===== src/rtl/riscv_32i_config_pkg.sv =====
// Shared data-memory configuration for the RV32I core: memory geometry,
// arbiter FSM states and the requester-index type.
package riscv_32i_config_pkg;

    localparam int          DATA_MEM_DEPTH             = 1024;
    localparam logic [31:0] DATA_MEM_LAST_ADDR         = 32'(DATA_MEM_DEPTH * 4 - 1);
    localparam logic [31:0] DATA_MEM_LAST_ALIGNED_ADDR = DATA_MEM_LAST_ADDR - 32'd3;

    typedef enum logic {
        ST_ARB    = 1'b0,
        ST_LOCKED = 1'b1
    } arb_state_e;

    // Two requesters: 0 = core LSU, 1 = loader/debug.
    typedef logic [0:0] req_idx_t;

endpackage


===== src/rtl/data_mem_arbiter_if.sv =====
// Requester-side and memory-side signals of the data memory arbiter.
// slave = arbiter view, master = requesters plus memory model.
interface data_mem_arbiter_if #(
    parameter int NUM_REQ = 2,
    parameter int MEM_AW  = 10
);
    logic [NUM_REQ-1:0]        req;
    logic [NUM_REQ-1:0]        we;
    logic [NUM_REQ-1:0]        lock;
    logic [NUM_REQ-1:0][31:0]  addr;
    logic [NUM_REQ-1:0][31:0]  wdata;
    logic [NUM_REQ-1:0][3:0]   wstrb;
    logic [NUM_REQ-1:0]        gnt;
    logic [NUM_REQ-1:0]        rvalid;
    logic [NUM_REQ-1:0][31:0]  rdata;
    logic [NUM_REQ-1:0]        err;

    logic                      mem_en;
    logic                      mem_we;
    logic [MEM_AW-1:0]         mem_addr;
    logic [31:0]               mem_wdata;
    logic [3:0]                mem_wstrb;
    logic [31:0]               mem_rdata;

    modport slave (
        input  req, we, lock, addr, wdata, wstrb, mem_rdata,
        output gnt, rvalid, rdata, err,
               mem_en, mem_we, mem_addr, mem_wdata, mem_wstrb
    );

    modport master (
        output req, we, lock, addr, wdata, wstrb, mem_rdata,
        input  gnt, rvalid, rdata, err,
               mem_en, mem_we, mem_addr, mem_wdata, mem_wstrb
    );
endinterface


===== src/rtl/data_mem_arbiter_addr_check.sv =====
// Combinational legality check for one data-memory access: word aligned,
// inside the memory, and writes must enable at least one byte.
module data_mem_addr_check
    import riscv_32i_config_pkg::*;
#(
    parameter logic [31:0] LAST_ALIGNED = DATA_MEM_LAST_ALIGNED_ADDR
) (
    input  logic [31:0] addr,
    input  logic        we,
    input  logic [3:0]  wstrb,
    output logic        legal
);
    assign legal = (addr[1:0] == 2'b00) && (addr <= LAST_ALIGNED)
                && !(we && (wstrb == 4'b0000));
endmodule


===== src/rtl/data_mem_arbiter.sv =====
// Two-port round-robin arbiter in front of a synchronous data memory.
// Grants combinationally, responds exactly one cycle later; supports bus locking.
module data_mem_arbiter
    import riscv_32i_config_pkg::*;
#(
    parameter int NUM_REQ   = 2,
    parameter int MEM_DEPTH = DATA_MEM_DEPTH
) (
    input  logic              clk,
    input  logic              rst_n,
    data_mem_arbiter_if.slave bus
);
    localparam int AW = $clog2(MEM_DEPTH);

    arb_state_e state_q, state_d;
    req_idx_t   owner_q, owner_d;
    req_idx_t   last_q,  last_d;
    logic       resp_vld_q, resp_vld_d;
    req_idx_t   resp_idx_q, resp_idx_d;
    logic       resp_err_q, resp_err_d;
    logic       resp_rd_q,  resp_rd_d;

    logic        gnt_any;
    req_idx_t    gnt_idx;
    logic        legal;
    logic [31:0] sel_addr;
    logic        sel_we;
    logic [3:0]  sel_wstrb;

    logic [NUM_REQ-1:0]       gnt_v;
    logic [NUM_REQ-1:0]       rvalid_v;
    logic [NUM_REQ-1:0]       err_v;
    logic [NUM_REQ-1:0][31:0] rdata_v;

    // Nothing is granted while reset is held, so no transfer can start then.
    always_comb begin
        gnt_any = 1'b0;
        gnt_idx = '0;
        if (rst_n) begin
            if (state_q == ST_LOCKED) begin
                gnt_any = bus.req[owner_q];
                gnt_idx = owner_q;
            end else if (bus.req[0] && bus.req[1]) begin
                gnt_any = 1'b1;
                gnt_idx = ~last_q;
            end else if (bus.req[0]) begin
                gnt_any = 1'b1;
                gnt_idx = 1'b0;
            end else if (bus.req[1]) begin
                gnt_any = 1'b1;
                gnt_idx = 1'b1;
            end
        end
    end

    assign sel_addr  = bus.addr[gnt_idx];
    assign sel_we    = bus.we[gnt_idx];
    assign sel_wstrb = bus.wstrb[gnt_idx];

    data_mem_addr_check #(
        .LAST_ALIGNED (32'(MEM_DEPTH * 4 - 4))
    ) u_addr_check (
        .addr  (sel_addr),
        .we    (sel_we),
        .wstrb (sel_wstrb),
        .legal (legal)
    );

    assign bus.mem_en    = gnt_any && legal;
    assign bus.mem_we    = sel_we;
    assign bus.mem_addr  = sel_addr[AW+1:2];
    assign bus.mem_wdata = bus.wdata[gnt_idx];
    assign bus.mem_wstrb = sel_wstrb;

    always_comb begin
        state_d    = state_q;
        owner_d    = owner_q;
        last_d     = last_q;
        resp_vld_d = gnt_any;
        resp_idx_d = gnt_idx;
        resp_err_d = !legal;
        resp_rd_d  = legal && !sel_we;
        if (gnt_any) begin
            last_d = gnt_idx;
            // Illegal requests move the lock state exactly like legal ones.
            case (state_q)
                ST_ARB: begin
                    if (bus.lock[gnt_idx]) begin
                        state_d = ST_LOCKED;
                        owner_d = gnt_idx;
                    end
                end
                ST_LOCKED: begin
                    if (!bus.lock[gnt_idx]) state_d = ST_ARB;
                end
                default: state_d = ST_ARB;
            endcase
        end
    end

    always_ff @(posedge clk) begin
        if (!rst_n) begin
            state_q    <= ST_ARB;
            owner_q    <= '0;
            last_q     <= req_idx_t'(1);
            resp_vld_q <= 1'b0;
            resp_idx_q <= '0;
            resp_err_q <= 1'b0;
            resp_rd_q  <= 1'b0;
        end else begin
            state_q    <= state_d;
            owner_q    <= owner_d;
            last_q     <= last_d;
            resp_vld_q <= resp_vld_d;
            resp_idx_q <= resp_idx_d;
            resp_err_q <= resp_err_d;
            resp_rd_q  <= resp_rd_d;
        end
    end

    // Response gated by rst_n so a grant just before reset never answers.
    always_comb begin
        gnt_v    = '0;
        rvalid_v = '0;
        err_v    = '0;
        rdata_v  = '0;
        for (int i = 0; i < NUM_REQ; i++) begin
            if (gnt_any && (gnt_idx == req_idx_t'(i))) gnt_v[i] = 1'b1;
            if (rst_n && resp_vld_q && (resp_idx_q == req_idx_t'(i))) begin
                rvalid_v[i] = 1'b1;
                err_v[i]    = resp_err_q;
                if (resp_rd_q) rdata_v[i] = bus.mem_rdata;
            end
        end
    end

    assign bus.gnt    = gnt_v;
    assign bus.rvalid = rvalid_v;
    assign bus.err    = err_v;
    assign bus.rdata  = rdata_v;

endmodule


===== src/flat_wrapper.sv =====
// flat-port wrapper written by rule: the top's interface ports become plain ports
module data_mem_arbiter_flat import riscv_32i_config_pkg::*;
#(
    parameter int NUM_REQ   = 2,
    parameter int MEM_DEPTH = DATA_MEM_DEPTH
)
  (clk, rst_n, bus_req, bus_we, bus_lock, bus_addr, bus_wdata, bus_wstrb, bus_mem_rdata, bus_gnt, bus_rvalid, bus_rdata, bus_err, bus_mem_en, bus_mem_we, bus_mem_addr, bus_mem_wdata, bus_mem_wstrb);
  data_mem_arbiter_if #(.NUM_REQ(NUM_REQ), .MEM_AW(10)) bus_i ();
  input  logic clk;
  input  logic rst_n;
  input wire logic [$bits(bus_i.req)-1:0] bus_req;
  input wire logic [$bits(bus_i.we)-1:0] bus_we;
  input wire logic [$bits(bus_i.lock)-1:0] bus_lock;
  input wire logic [$bits(bus_i.addr)-1:0] bus_addr;
  input wire logic [$bits(bus_i.wdata)-1:0] bus_wdata;
  input wire logic [$bits(bus_i.wstrb)-1:0] bus_wstrb;
  input wire logic [$bits(bus_i.mem_rdata)-1:0] bus_mem_rdata;
  output wire logic [$bits(bus_i.gnt)-1:0] bus_gnt;
  output wire logic [$bits(bus_i.rvalid)-1:0] bus_rvalid;
  output wire logic [$bits(bus_i.rdata)-1:0] bus_rdata;
  output wire logic [$bits(bus_i.err)-1:0] bus_err;
  output wire logic [$bits(bus_i.mem_en)-1:0] bus_mem_en;
  output wire logic [$bits(bus_i.mem_we)-1:0] bus_mem_we;
  output wire logic [$bits(bus_i.mem_addr)-1:0] bus_mem_addr;
  output wire logic [$bits(bus_i.mem_wdata)-1:0] bus_mem_wdata;
  output wire logic [$bits(bus_i.mem_wstrb)-1:0] bus_mem_wstrb;
  assign bus_i.req = bus_req;
  assign bus_i.we = bus_we;
  assign bus_i.lock = bus_lock;
  assign bus_i.addr = bus_addr;
  assign bus_i.wdata = bus_wdata;
  assign bus_i.wstrb = bus_wstrb;
  assign bus_i.mem_rdata = bus_mem_rdata;
  assign bus_gnt = bus_i.gnt;
  assign bus_rvalid = bus_i.rvalid;
  assign bus_rdata = bus_i.rdata;
  assign bus_err = bus_i.err;
  assign bus_mem_en = bus_i.mem_en;
  assign bus_mem_we = bus_i.mem_we;
  assign bus_mem_addr = bus_i.mem_addr;
  assign bus_mem_wdata = bus_i.mem_wdata;
  assign bus_mem_wstrb = bus_i.mem_wstrb;
  data_mem_arbiter #(.NUM_REQ(NUM_REQ), .MEM_DEPTH(MEM_DEPTH)) u_core (.clk(clk), .rst_n(rst_n), .bus(bus_i));
endmodule

===== config.mk =====
export PLATFORM = sky130hd
export DESIGN_NAME = data_mem_arbiter_flat
export DESIGN_NICKNAME = d
export VERILOG_FILES = /design/src/rtl/riscv_32i_config_pkg.sv /design/src/rtl/data_mem_arbiter_if.sv /design/src/rtl/data_mem_arbiter_addr_check.sv /design/src/rtl/data_mem_arbiter.sv /design/src/flat_wrapper.sv
export SDC_FILE = /design/constraint.sdc
export NUM_CORES = 1
export LEC_CHECK = 0
export BUFFER_PORTS_ARGS = -buffer_cell sky130_fd_sc_hd__buf_2
export CAP_MARGIN = 15
export CORE_AREA = 2 2 114 116
export CTS_CLUSTER_DIAMETER = 80
export DETAILED_ROUTE_END_ITERATION = 8
export DIE_AREA = 0 0 116 118
export PLACE_DENSITY = 0.5
export SLEW_MARGIN = 20
export SYNTH_ARGS = -nofsm -noshare
export SYNTH_HDL_FRONTEND = slang
export SYNTH_SLANG_ARGS = --single-unit

===== constraint.sdc =====
create_clock -name clk -period 4.2 [get_ports clk]
set_input_delay 0.42 -clock clk [delete_from_list [all_inputs] [get_ports clk]]
set_output_delay 0.42 -clock clk [all_outputs]
set_load 0.05 [all_outputs]

After elaboration in Yosys (flattened, before gate mapping):

Cells that the tools add are included.

* register bits: 7
* input bits: 176
* output and inout port bits: 118
* word-level logic and storage cells: 62

* order comparisons: 3
* multiplexer cells: 31
* bitwise operators: 4
* reduce and logical (&&, ||, !) cells: 17

Operator list (number)
* 32-bit 2-to-1 mux: 7
* 32-bit by 12-bit <= comparator with 1-bit output, second input constant: 1
* 1-bit 2-to-1 mux: 22
* 1-bit logical AND: 11
* 4-bit 2-to-1 mux: 2
* 4-bit logical NOT: 1
* 1-bit by 2-bit less-than comparator with 1-bit output, second input constant: 2
* 1-bit inverter: 4
* 1-bit logical NOT: 3
* 3-bit AND reduction: 1
* 2-bit logical NOT: 1

Logic depth before layout (Yosys ltp):

* depth after elaboration: 12
* depth in mapped cells: 6
* mapped depth without buffers: 4

Modules after synthesis:

From an unflattened synthesis, not the netlist that was laid out.

* cell total of the unflattened synthesis: 248
* area, all modules: 2123.3 um2

Modules (own cells, without submodules)
* data_mem_arbiter: instances 1, cells an instance 238, area each 2034.5 um2, sequential area each 140.1 um2
* data_mem_addr_check: instances 1, cells an instance 10, area each 88.8 um2, sequential area each 0.0 um2

Worst setup path before layout:

Ideal clock, no wire load.

* kind: input to output
* from: in bus_addr[61]
* to: out bus_mem_en
* arrival time: 2.141 ns
* required time: 3.780 ns
* setup slack: 1.639 ns
* stages: 4
* buffers on the path: 0
* cell sequence: nor4_1 -> o211ai_1 -> or4b_4 -> a21oi_1

* longest elaborated chain between the ends: 6

RTL lines
* from (decl): line flat_wrapper.sv:14 `input wire logic [$bits(bus_i.addr)-1:0] bus_addr;`
* 32-bit 2-to-1 mux (implied by the code) (2 in series): line data_mem_arbiter.sv:56 `assign sel_addr = bus.addr[gnt_idx];`
* 32-bit by 12-bit <= comparator with 1-bit output: line data_mem_arbiter_addr_check.sv:13 `assign legal = (addr[1:0] == 2'b00) && (addr <= LAST_ALIGNED)`
* 1-bit logical AND: line data_mem_arbiter_addr_check.sv:13
* 1-bit logical AND: line data_mem_arbiter_addr_check.sv:14 `&& !(we && (wstrb == 4'b0000));`
* 1-bit logical AND: line data_mem_arbiter.sv:69 `assign bus.mem_en = gnt_any && legal;`
* to (decl): line flat_wrapper.sv:22 `output wire logic [$bits(bus_i.mem_en)-1:0] bus_mem_en;`

No other way between the ends. The select of a mux whose other input is x is not followed.

Worst setup path after layout:

* from: in bus_req[1]
* to: out bus_mem_wdata[28]

* longest elaborated chain between the ends: 7
* elaborated cells on any way between the ends: 8
* classes of those cells: 7 x mux; 1 x reduce/logical

RTL lines
* from (decl): line flat_wrapper.sv:11 `input wire logic [$bits(bus_i.req)-1:0] bus_req;`
* 1-bit 2-to-1 mux: line data_mem_arbiter.sv:49 `end else if (bus.req[1]) begin`
* 1-bit 2-to-1 mux: line data_mem_arbiter.sv:46 `end else if (bus.req[0]) begin`
* 1-bit 2-to-1 mux (*): line data_mem_arbiter.sv:43 `end else if (bus.req[0] && bus.req[1]) begin`
* 1-bit 2-to-1 mux (*): line data_mem_arbiter.sv:40 `if (state_q == ST_LOCKED) begin`
* 1-bit 2-to-1 mux (*): line data_mem_arbiter.sv:39 `if (rst_n) begin`
* 32-bit 2-to-1 mux (implied by the code) (*) (2 in series): line data_mem_arbiter.sv:72 `assign bus.mem_wdata = bus.wdata[gnt_idx];`
* to (decl): line flat_wrapper.sv:25 `output wire logic [$bits(bus_i.mem_wdata)-1:0] bus_mem_wdata;`

Every way passes the cells marked *; elsewhere a longest branch is shown, timed or not. The select of a mux whose other input is x is not followed.

==> out/metrics.cfg <==
[outcome]
status = complete, no violations

[global_routing]
grt.total_usage_pct = 11.1
grt_pass1_vias = 2383
grt_pass1_wl_mm = 12.0
grt_max_degree = 49
overflow = 0
antenna_found_initial = 0

[worst_setup_path]
rr_worst_depth = 4
crit_family = multiplexers
end_kind = output port
required_ps = 3780
max_stage_delay_ps = 560
timing.rr.end = u_core.resp_rd_q
cp.depth = 6
critPathKind = input pin to output port
reg2reg_from = u_core.last_q
path_cells = buf_2 -> a21boi_2 -> mux2_4 -> and2_4 -> mux2_2 -> buf_2
crit_buf_inv = 2
path_common_cell = buf_2
startpoint_type = input pin
cp_max_fo = 48
slowest_stage = and2_4
regToRegSetupSlack_ps = 2500
cp_data_arrival_time_ps = 2170

[clocking]
ctsLongestPathBuffers = 2
tritoncts = yes
clock_tree.root_cell = clkbuf_16
clkSlewWorstSetupHoldPaths_ps = 40
cts_resized = 0
postCtsHoldBufs = 0
clock_latency_ps = 230
cts.sinks = 7
cts_setup_buffers = 0
ctsHtreeMaxLevel = 1
cts_buffers = 3

[finish]
finalInstanceArea_sq_um = 3180
layout.nets = 681
final_cells = 676
layout_commonest_cell = buf_2
antenna_cells = 0
final_cell_mix = buf_2 (293), nor2_1 (70), mux2_2 (44)
fillers = 1398
area_delta_synth_final_pct = 113
layout-drive-gt1-share_pct = 70.6
register_area_sq_um = 141
multi_input_area_sq_um = 1240

[pwr]
seqPwrFrac_pct = 12.5
p_per_area_nw_per_um2 = 186
pwr-share-comb_pct = 59.7
p_leak_nw = 1.71
switching_share_pct = 44.9
p_switching_mw = 0.266
ir_drop_v = 0.0000945
power_mw = 0.592
internal_power_mw = 0.326
clockPowerShare_pct = 27.8

[min_path]
hold_path_end = u_core.owner_q
hp-class = flop to flop
min_from = u_core.owner_q
hold_path_depth = 2

[synth]
synth_cells = 222
synth_edf_count = 0
ys_ff_latch = 7
yosys_warnings = 0
yosysSeqAreaShare_pct = 9.39
syn-cell-area_sq_um = 1490
avgSynthCellArea_sq_um = 6.72
synth_fp_nets = 398
ys_types = 31
synth_flop_cell = dfxtp_1
ys_async_sr_fraction_pct = 0

[place]
dp_cells = 672
dpl.hpwl_mm = 7.70
place_ws_ps = 1560
portBuffers = 293
place.gp.congestion = 0.861
place_area_sq_um = 3100

[timing]
grt_setup_unrepaired = false
skew_ps = 3.08
period_share_pct = 61.6
finalSetupTns_ps = 0
final.min_clock_period_ps = 2590
setup_ws_ps = 1610
slew_headroom_pct = 58.1
setup_violations = 0
tightest_slew_ps = 629
fmax_ghz = 0.387
finalMaxSlewViolations = 0
hold_viol_final = 0

[floorplanning]
fp.coreArea_sq_um = 12400
die_x_microns = 116
num_rows = 41
die_y_microns = 118
die_area_sq_um = 13700
start_util_pct = 12.0
ios = 294

[routing]
drc = 0
wl_per_cell_microns = 13.0
vias = 2639
first_pass_iters = 4
vias_per_cell = 3.90
drtIter0Drc = 62
postRouteAntennaNets = 0
wl_mm = 8.76

[run]
cap_violations = 0

==> cell families (layout without fill, tap and decap cells) <==
| family | after synthesis | count (layout) | synth area share [%] |
|---|---|---|---|
| and+or+nand+nor | 133 | 133 | 39.3 |
| muxes | 48 | 48 | 36.4 |
| buffers and inverters | 22 | 304 | 7.21 |
| AOI/OAI and AO/OA | 12 | 12 | 7.71 |
| DFF | 7 | 7 | 9.39 |
==> area by class of cell <==
cell class,count,share of cell area [%]
well taps,172,6.77
flip-flops and latches,7,4.45
clock buffers,4,2.48
inverters,6,0.709
repair buffers,294,46.4
multi-input cells,193,39.2
==> per-stage QoR <==
step / util [%] / hold slack (ps)
4_1_cts: 25.6 / 497
2_1_floorplan: - / 458
3_3_place_gp: 24.9 / 482
6_report: 25.6 / 499
5_1_grt: 25.6 / 529
3_5_place_dp: 24.9 / 491
==> cells in the mapped netlist, drive strengths merged, types with 2 or more instances <==
cell type	number	area (sq um)
and3	3	22.5
a21oi	3	15.0
dfxtp	7	140
nand3	2	10.0
nand4	3	18.8
nor4	10	62.6
or2	2	12.5
mux2	47	533
nand2	35	131
clkbuf	11	41.3
nor2	70	263
a21boi	2	18.8
inv	6	22.5
buf	5	43.8
o211ai	2	15.0
nor2b	2	12.5
or4b	3	33.8
==> registers in the layout (all words and copies together) (netlist names) <==
register,cells
u_core.last_q,1
u_core.owner_q,1
u_core.resp_err_q,1
u_core.resp_idx_q,1
u_core.resp_rd_q,1
u_core.resp_vld_q,1
u_core.state_q,1
==> power by group through the flow <==
| stage | Combinational [mW] | Clock, mW | Sequential [mW] |
|---|---|---|---|
| 5_1_grt | 0.372 | 0.174 | 0.0747 |
| 2_1_floorplan | 0.230 | 0 | 0.0742 |
| 3_5_place_dp | 0.355 | 0 | 0.0751 |
| 6_report | 0.353 | 0.164 | 0.0742 |
| 3_3_place_gp | 0.351 | 0 | 0.0751 |
| 4_1_cts | 0.356 | 0.167 | 0.0742 |
==> per-layer routing <==
metal | share of wire (%) | GRT usage [%] | wire [microns]
met1 | 39 | 11.8 | 3390
met2 | 53 | 22.8 | 4650
met3 | 7.9 | 1.80 | 691
met4 | 0.37 | 1.12 | 32
met5 | 0 | 0 | 0
==> worst register-to-register path, stage by stage (launching register included) <==
cell	delay, ps
dfxtp_1	310
a21boi_2	140
mux2_4	230
or4b_4	530
a2111oi_4	370
==> worst max-delay path by stage <==
stage | from | to | slack (ps)
after floorplan | bus_addr[61] | bus_mem_en | 1640
after CTS | bus_addr[55] | bus_mem_en | 1550
final | bus_req[1] | bus_mem_wdata[28] | 1610
after detailed placement | bus_addr[55] | bus_mem_en | 1560
after global routing | bus_addr[55] | bus_mem_en | 1440
after global placement | bus_addr[55] | bus_mem_en | 1530
(Power assumes the default switching activity.)
